File: config.mk
export PLATFORM = sky130hd
export DESIGN_NAME = alu_iter
export DESIGN_NICKNAME = d
export VERILOG_FILES = /design/src/rtl/alu_iter.sv
export SDC_FILE = /design/constraint.sdc
export NUM_CORES = 1
export LEC_CHECK = 0
export ABC_AREA = 1
export CAP_MARGIN = 15
export CORE_MARGIN = 5
export CORE_UTILIZATION = 52
export CTS_BUF_LIST = sky130_fd_sc_hd__clkbuf_4 sky130_fd_sc_hd__clkbuf_8
export DETAILED_ROUTE_END_ITERATION = 8
export PLACE_DENSITY = 0.76
export SYNTH_ARGS = -nofsm -noshare
export SYNTH_HDL_FRONTEND = slang
export SYNTH_SLANG_ARGS = --single-unit
File: constraint.sdc
create_clock -name clk -period 2.6 [get_ports clk]
set_input_delay 0.78 -clock clk [delete_from_list [all_inputs] [get_ports clk]]
set_output_delay 0.78 -clock clk [all_outputs]
set_load 0.02 [all_outputs]
File: src/rtl/alu_iter.sv
// ----------------------------------------------------------------------------
// alu_iter -- iterative ALU with valid/ready handshakes on both sides.
//
// Single-cycle opcodes (pass, add, sub, and, or, xor) finish one edge after
// acceptance. Logical shifts move one bit per cycle, so a shift by n takes
// n+1 edges from acceptance to out_valid.
//
// Ports:
//   clk        in   rising-edge clock
//   reset      in   asynchronous active-high reset
//   in_valid   in   request valid
//   in_ready   out  high only while idle (request can be accepted)
//   A, B       in   operands; B[SHW-1:0] is the shift amount for shifts
//   cntrl      in   opcode
//   out_valid  out  result and flags valid (held until out_ready)
//   out_ready  in   consumer takes the result
//   result     out  operation result
//   zero, negative, carry_out, overflow  out  status flags
// ----------------------------------------------------------------------------
module alu_iter #(
   parameter int WIDTH = 64,
   parameter int SHW   = $clog2(WIDTH)
) (
   input  logic             clk,
   input  logic             reset,
   input  logic             in_valid,
   output logic             in_ready,
   input  logic [WIDTH-1:0] A,
   input  logic [WIDTH-1:0] B,
   input  logic [2:0]       cntrl,
   output logic             out_valid,
   input  logic             out_ready,
   output logic [WIDTH-1:0] result,
   output logic             zero,
   output logic             negative,
   output logic             carry_out,
   output logic             overflow
);

   localparam logic [1:0] StIdle  = 2'd0;
   localparam logic [1:0] StShift = 2'd1;
   localparam logic [1:0] StDone  = 2'd2;

   localparam logic [2:0] OpPass = 3'b000;
   localparam logic [2:0] OpLsl  = 3'b001;
   localparam logic [2:0] OpAdd  = 3'b010;
   localparam logic [2:0] OpSub  = 3'b011;
   localparam logic [2:0] OpAnd  = 3'b100;
   localparam logic [2:0] OpOr   = 3'b101;
   localparam logic [2:0] OpXor  = 3'b110;
   localparam logic [2:0] OpLsr  = 3'b111;

   logic [1:0]       state_q, state_d;
   logic [SHW-1:0]   cnt_q, cnt_d;
   logic             right_q, right_d;   // shift direction of the pending shift
   logic [WIDTH-1:0] result_q, result_d; // doubles as the shift working register
   logic             zero_q, zero_d;
   logic             neg_q, neg_d;
   logic             carry_q, carry_d;
   logic             ovf_q, ovf_d;

   // Single-cycle datapath on the live inputs; only used on the accept edge.
   logic [WIDTH:0]   add_full;
   logic [WIDTH:0]   sub_full;
   logic [WIDTH-1:0] alu_res;
   logic             alu_c;
   logic             alu_v;

   always_comb begin
      add_full = {1'b0, A} + {1'b0, B};
      sub_full = {1'b0, A} + {1'b0, ~B} + {{WIDTH{1'b0}}, 1'b1};
      alu_res  = B;
      alu_c    = 1'b0;
      alu_v    = 1'b0;
      unique case (cntrl)
         OpPass: alu_res = B;
         OpAdd: begin
            alu_res = add_full[WIDTH-1:0];
            alu_c   = add_full[WIDTH];
            // Same-sign operands giving a different-sign sum.
            alu_v   = (A[WIDTH-1] == B[WIDTH-1]) && (add_full[WIDTH-1] != A[WIDTH-1]);
         end
         OpSub: begin
            alu_res = sub_full[WIDTH-1:0];
            alu_c   = sub_full[WIDTH];
            // Different-sign operands with the difference taking B's sign.
            alu_v   = (A[WIDTH-1] != B[WIDTH-1]) && (sub_full[WIDTH-1] != A[WIDTH-1]);
         end
         OpAnd:   alu_res = A & B;
         OpOr:    alu_res = A | B;
         OpXor:   alu_res = A ^ B;
         OpLsl, OpLsr: alu_res = A;
         default: alu_res = B;
      endcase
   end

   logic [WIDTH-1:0] shifted;
   logic             shift_out;

   always_comb begin
      if (right_q) begin
         shifted   = {1'b0, result_q[WIDTH-1:1]};
         shift_out = result_q[0];
      end else begin
         shifted   = {result_q[WIDTH-2:0], 1'b0};
         shift_out = result_q[WIDTH-1];
      end
   end

   always_comb begin
      state_d  = state_q;
      cnt_d    = cnt_q;
      right_d  = right_q;
      result_d = result_q;
      zero_d   = zero_q;
      neg_d    = neg_q;
      carry_d  = carry_q;
      ovf_d    = ovf_q;
      unique case (state_q)
         StIdle: begin
            if (in_valid) begin
               if (cntrl == OpLsl || cntrl == OpLsr) begin
                  result_d = A;
                  carry_d  = 1'b0;
                  ovf_d    = 1'b0;
                  right_d  = (cntrl == OpLsr);
                  cnt_d    = B[SHW-1:0];
                  if (B[SHW-1:0] == '0) begin
                     zero_d  = (A == '0);
                     neg_d   = A[WIDTH-1];
                     state_d = StDone;
                  end else begin
                     state_d = StShift;
                  end
               end else begin
                  result_d = alu_res;
                  carry_d  = alu_c;
                  ovf_d    = alu_v;
                  zero_d   = (alu_res == '0);
                  neg_d    = alu_res[WIDTH-1];
                  state_d  = StDone;
               end
            end
         end
         StShift: begin
            result_d = shifted;
            carry_d  = shift_out;
            cnt_d    = cnt_q - SHW'(1);
            if (cnt_q == SHW'(1)) begin
               zero_d  = (shifted == '0);
               neg_d   = shifted[WIDTH-1];
               ovf_d   = 1'b0;
               state_d = StDone;
            end
         end
         StDone: begin
            // Returning to idle only; a request cannot be taken on this edge.
            if (out_ready) begin
               state_d = StIdle;
            end
         end
         default: state_d = StIdle;
      endcase
   end

   always_ff @(posedge clk or posedge reset) begin
      if (reset) begin
         state_q  <= StIdle;
         cnt_q    <= '0;
         right_q  <= 1'b0;
         result_q <= '0;
         zero_q   <= 1'b0;
         neg_q    <= 1'b0;
         carry_q  <= 1'b0;
         ovf_q    <= 1'b0;
      end else begin
         state_q  <= state_d;
         cnt_q    <= cnt_d;
         right_q  <= right_d;
         result_q <= result_d;
         zero_q   <= zero_d;
         neg_q    <= neg_d;
         carry_q  <= carry_d;
         ovf_q    <= ovf_d;
      end
   end

   assign in_ready  = (state_q == StIdle);
   assign out_valid = (state_q == StDone);
   assign result    = result_q;
   assign zero      = zero_q;
   assign negative  = neg_q;
   assign carry_out = carry_q;
   assign overflow  = ovf_q;

endmodule

==> impl_metrics.tcl, run 1 <==
set metrics [dict create \
    rows 74 \
    ys.warnings.count 0 \
    number_of_enable_type_register_cells_in_the_synthesized_netlist 0 \
    initial_core_util_pct 52.50 \
    post_synth_design_cell_area_um2 21390 \
    synth_fp_nets 4467 \
    cts-htree-levels 3 \
    synth_async_sr_flop_share_pct 100.0 \
    outcome "did not finish" \
    grt_remaining_overflow 509 \
    post_synth_xor_area_fraction_pct 0.2867 \
    synth_area_leader_cell "nand2_1" \
    main_combinational_cell_family_by_area_after_synthesis "simple AND/OR/NAND/NOR gates" \
    cts_hold_repair.buffers 0 \
    clockBufferDepth 2 \
    place.port_buffers 204 \
    yosys_register_bits 77 \
    number_of_global_route_vias_before_repair 46120 \
    synth.distinct_cells 54 \
    first-error "[ERROR GRT-0116] Global routing finished with congestion. Check the congestion regions in the DRC Viewer." \
    post_synth_fa_ha_maj_area_fraction_pct 12.53 \
    cts_buffers 9 \
    syn_avg_cell_area_um2 5.192 \
    netlist_instances 4119 \
    place.detailed.hpwl_um 99710 \
    place.detailed.instances 5733 \
    synth_compound_gate_area_share_pct 14.20 \
    gpl.final_weighted_congestion 1.258 \
    synthMuxAreaShare_pct 0.4271 \
    post-synth-top-area-fraction_pct 24.15 \
    io-pin-count 205 \
    grt_usage_pct 85.90 \
    seq_area_frac_synth_pct 9.010 \
    failing_step "5_1_grt" \
    grt_first_pass_wirelength_um 304400 \
    synth.top_cells.by_area "nand2_1 (24%), inv_1 (15%), ha_1 (12%)" \
    grt_max_degree 67 \
    post_synth_and_or_nand_nor_area_fraction_pct 44.31 \
    die_width_um 212.8 \
    clockRootBuffer "clkbuf_8" \
    fp.dieH_um 212.8 \
    yosys_most_used_dff "dfrtp_1" \
    cts.sink_count 77 \
]
[repair_timing]
item,4_1_cts
gates resized for setup,1816
pin swaps,461
setup buffers,195
cloned,7
endpoints found under the setup margin,67
[cell usage after synthesis (all sizes together) (2+ instances only)]
master and n:
nand2 1400, inv 880, nor2 431, nand3 310
o21ai 256, ha 211, a21oi 147, buf 85
dfrtp 77, nand4 69, clkbuf 53, o22ai 48
nor3 24, a221oi 22, a2111oi 13, a211oi 13
o21bai 12, nor4 11, o221ai 10, clkinv 9
mux2i 8, o211ai 6, xor2 6, and2 2
fa 2, o2111ai 2, o31ai 2
[per-layer routing]
layer,GRT overflow,GRT usage [%]
met1,16,84.14
met2,302,97.79
met3,19,77.68
met4,172,85.63
met5,0,51.83
[metrics by stage]
stage               setup WS, ns  hold WS (ns)  instance area (um^2)
floorplan                -0.2351        0.4973                 21710
global placement          -1.810        0.5025                 31510
detailed placement        -1.872        0.5194                 31510
CTS                      -0.5130        0.5387                 37820
[logic make-up after synthesis]
family | count (synthesis)
AO/OA/AOI/OAI | 537
XOR/XNOR | 7
adder cells (fa/ha/maj) | 213
buffers and inverters | 1027
flip-flops | 77
multiplexers | 9
AND/OR/NAND/NOR | 2249
==> inputs of run 2 (changes only) <==
CORE_UTILIZATION = 37   (was 52)
CTS_BUF_LIST = default   (was sky130_fd_sc_hd__clkbuf_4 sky130_fd_sc_hd__clkbuf_8)
PLACE_DENSITY = default   (was 0.76)
PLACE_DENSITY_LB_ADDON = 0.15   (was default)
clock period = 3.38 ns   (was 2.6 ns; I/O delays follow)
==> impl_metrics.tcl, run 2 <==
set metrics [dict create \
    outcome "finished with violations" \
    violations "negative setup slack" \
    rows 88 \
    post_route_antenna_net_violation_count 0 \
    worst_setup_path_start_kind "primary input" \
    io-pin-count 205 \
    final.setup_skew_ns 0.01150 \
    critical_path.top_delay_family "simple AND/OR/NAND/NOR gates" \
    number_of_enable_type_register_cells_in_the_synthesized_netlist 0 \
    max_slew.worst_pin.slew_ns 0.9801 \
    critical-path-top-cell-by-count "nand2_4" \
    clk_transition_reported_paths_ns 0.07 \
    finish.utilization_pct 71.46 \
    timing_worst_setup_path_type "primary input to flop" \
    critPathRequiredTime_ns 3.67 \
    ys_top_cells_by_count "nand2_1 (1,376), inv_1 (849), nor2_1 (377)" \
    grt_max_degree 83 \
    clockPowerShare_pct 7.2 \
    post_drt_wl_per_cell_um 22.09 \
    sequentialPowerShare_pct 13.5 \
    final_critical_path_setup_slack_ns -0.2387 \
    combinational_fraction_of_design_power_pct 79.3 \
    detailroute.via_count 33680 \
    placed_area_um2 32020 \
    cts.sink_count 77 \
    seq_area_frac_synth_pct 9.010 \
    critical_path_buf_inv_count 5 \
    hp-class "flop to flop" \
    grt_usage_pct 41.44 \
    synth.distinct_cells 54 \
    critPathMaxFanout 3 \
    post_synth_design_cell_area_um2 21390 \
    synth.top_cells.by_area "nand2_1 (24%), inv_1 (15%), ha_1 (12%)" \
    finalSetupViolations 13 \
    avgViaCountPerCell 5.315 \
    drt_first_pass_iters 6 \
    drt_drc_violations_left 0 \
    crit_path_cell_trace "buf_12, inv_6, ha_4, inv_2, fa_2, nand2_4, nand2_4, nand4_1, nand2_4, nand2_4, nand2_2, buf_6, nand2_4, buf_4, nand4_1, nand3_2, nand3_2, nand2_2, nand2_2, nor2_4, nand2_2, nor2_1, nand4_1, a21oi_1" \
    end_kind "flop" \
    power.density_nw_per_um2 325.7 \
    synth_async_sr_flop_share_pct 100.0 \
    final-max-slew-violation-count 0 \
    gpl.final_weighted_congestion 1.086 \
    max-slew-margin-rel_pct 33.97 \
    cts-htree-levels 3 \
    worst_skew_pair.late_latency_ns 0.36 \
    final_design_area_no_fill_um2 41070 \
    antenna_violations_before_repair 1 \
    critPathArrivalTime_ns 3.91 \
    tritoncts "done" \
    slowest_delay_ns 0.38 \
    grt_remaining_overflow 0 \
    crit_slowest_cell "fa_2" \
    hold_viol 0 \
    relative_area_change_from_synthesis_to_final_layout_pct 92.04 \
    number_of_global_route_vias_before_repair 32160 \
    cts_buffers 9 \
    layout.filler_cells 4974 \
    final_common_cell "buf_4" \
    grt_first_pass_wirelength_um 197800 \
    synth_area_leader_cell "nand2_1" \
    yosys_register_bits 77 \
    yosys.cell_count.top_type "nand2_1" \
    finalNetCount 5914 \
    post_route_cells_drive_above_1_share_pct 52.76 \
    timing.final.crit_share_pct 107.1 \
    unrepaired_setup_endpoints_after_global_routing "true" \
    num_antenna_cells 0 \
    ys.warnings.count 0 \
    flip_flop_count_of_the_largest_register_all_copies_and_words_added 64 \
    min_period_ns 3.619 \
    floorplan.die_area_um2 62710 \
    initial_core_util_pct 37.21 \
    drt-initial-drc-count 3434 \
    peakVddDrop_uv 626.9 \
    intPower_mw 6.345 \
    core_area_um2 57480 \
    place.detailed.hpwl_um 112400 \
    power.switching_mw 7.030 \
    max_freq_ghz 0.2763 \
    power.leakage_nw 21.84 \
    synth_fp_nets 4467 \
    power.switching_fraction_pct 52.56 \
    clockRootBuffer "clkbuf_16" \
    die_width_um 250.4 \
    max_cap_violations 0 \
    routed_wl_um 140000 \
    place.port_buffers 204 \
    clockBufferDepth 2 \
    post-synth-top-area-fraction_pct 24.15 \
    netlist_instances 4119 \
    yosys_most_used_dff "dfrtp_1" \
    final_cell_mix "buf_4 (1,175), nand2_1 (838), inv_1 (589)" \
    syn_avg_cell_area_um2 5.192 \
    fp.dieH_um 250.4 \
]
[run 2: cell counts after synthesis]
Identical to the previous run, type by type.
[run 2: metrics by stage]
step | TNS, ns | setup WS, ns | hold slack, ns | power, mW | cells
after floorplan | 0 | 0.2001 | 0.4973 | 5.752 | 4119
after global placement | -56.03 | -1.801 | 0.4893 | 10.12 | 6029
after detailed placement | -56.24 | -1.788 | 0.4899 | 10.12 | 6029
after CTS | -0.3185 | -0.1314 | 0.5061 | 12.51 | 6263
after global routing | -3.241 | -0.2611 | 0.5212 | 14.05 | 6336
final | -0.7562 | -0.2387 | 0.5011 | 13.37 | 6336
[run 2: path summary, 6_finish.rpt]
path | from | endpoint | slack, ns | cells after the start
min in group asynchronous | reset | cnt_q[2] | 0.97 | 2
min | carry_out | carry_out | 0.50 | 2
max reg2reg | right_q | zero | 0.59 | 6
max | A[0] | zero | -0.24 | 24
min reg2reg | carry_out | carry_out | 0.50 | 2
max in group asynchronous | reset | result[48] | 1.74 | 3
[run 2: logic make-up (layout without fill, tap and decap cells)]
| group | Yosys count | in the layout | share of synthesized area [%] |
|---|---|---|---|
| AO/OA/AOI/OAI | 537 | 537 | 14.20 |
| XOR/XNOR | 7 | 7 | 0.2867 |
| adder cells (fa/ha/maj) | 213 | 213 | 12.53 |
| buffers and inverters | 1027 | 2479 | 19.24 |
| flip-flops | 77 | 77 | 9.010 |
| multiplexers | 9 | 9 | 0.4271 |
| AND/OR/NAND/NOR | 2249 | 2249 | 44.31 |
[run 2: per-layer routing]
layer | GRT usage [%] | vias to the layer above | part of all wire [%]
met3 | 6.365 | 520 | 8.1
li1 | - | 15650 | -
met1 | 51.21 | 15730 | 39
met4 | 25.74 | 0 | 8.9
met5 | 0 | - | 0
met2 | 67.67 | 1772 | 44
[run 2: repair_timing]
| item | 4_1_cts | 5_1_grt |
|---|---|---|
| resized for setup | 1832 | 602 |
| cloned | 3 | 0 |
| hold buffers | 0 | 0 |
| hold endpoints to repair | 0 | 0 |
| buffers inserted | 218 | 80 |
| setup endpoints to repair | 60 | 45 |
| pin swaps | 489 | 413 |
[run 2: area by class of cell]
type                            count  area, um^2  share of cell area, %
Clock inverter                      5       35.03                0.08530
Timing Repair Buffer             1574       13260                  32.29
Tap cell                          765       957.2                  2.331
Multi-Input combinational cell   3015       21210                  51.63
Sequential cell                    77        1928                  4.695
Inverter                          889        3442                  8.381
Clock buffer                       11       242.7                 0.5910
[run 2: tightest hold or removal path: cells and delay by family, from the launching register on]
family           cells  cell delay, ns
flip-flops           1            0.34
AND/OR/NAND/NOR      2            0.13
[run 2: power groups by stage]
stage / logic [mW] / registers, mW / clock network [mW]
after detailed placement: 8.32 / 1.80 / 0
after global routing: 11.2 / 1.85 / 1.01
after CTS: 9.75 / 1.79 / 0.971
final: 10.6 / 1.80 / 0.964
after floorplan: 3.64 / 2.11 / 0
after global placement: 8.31 / 1.80 / 0
No activity file was read; power rests on OpenSTA's default activity.
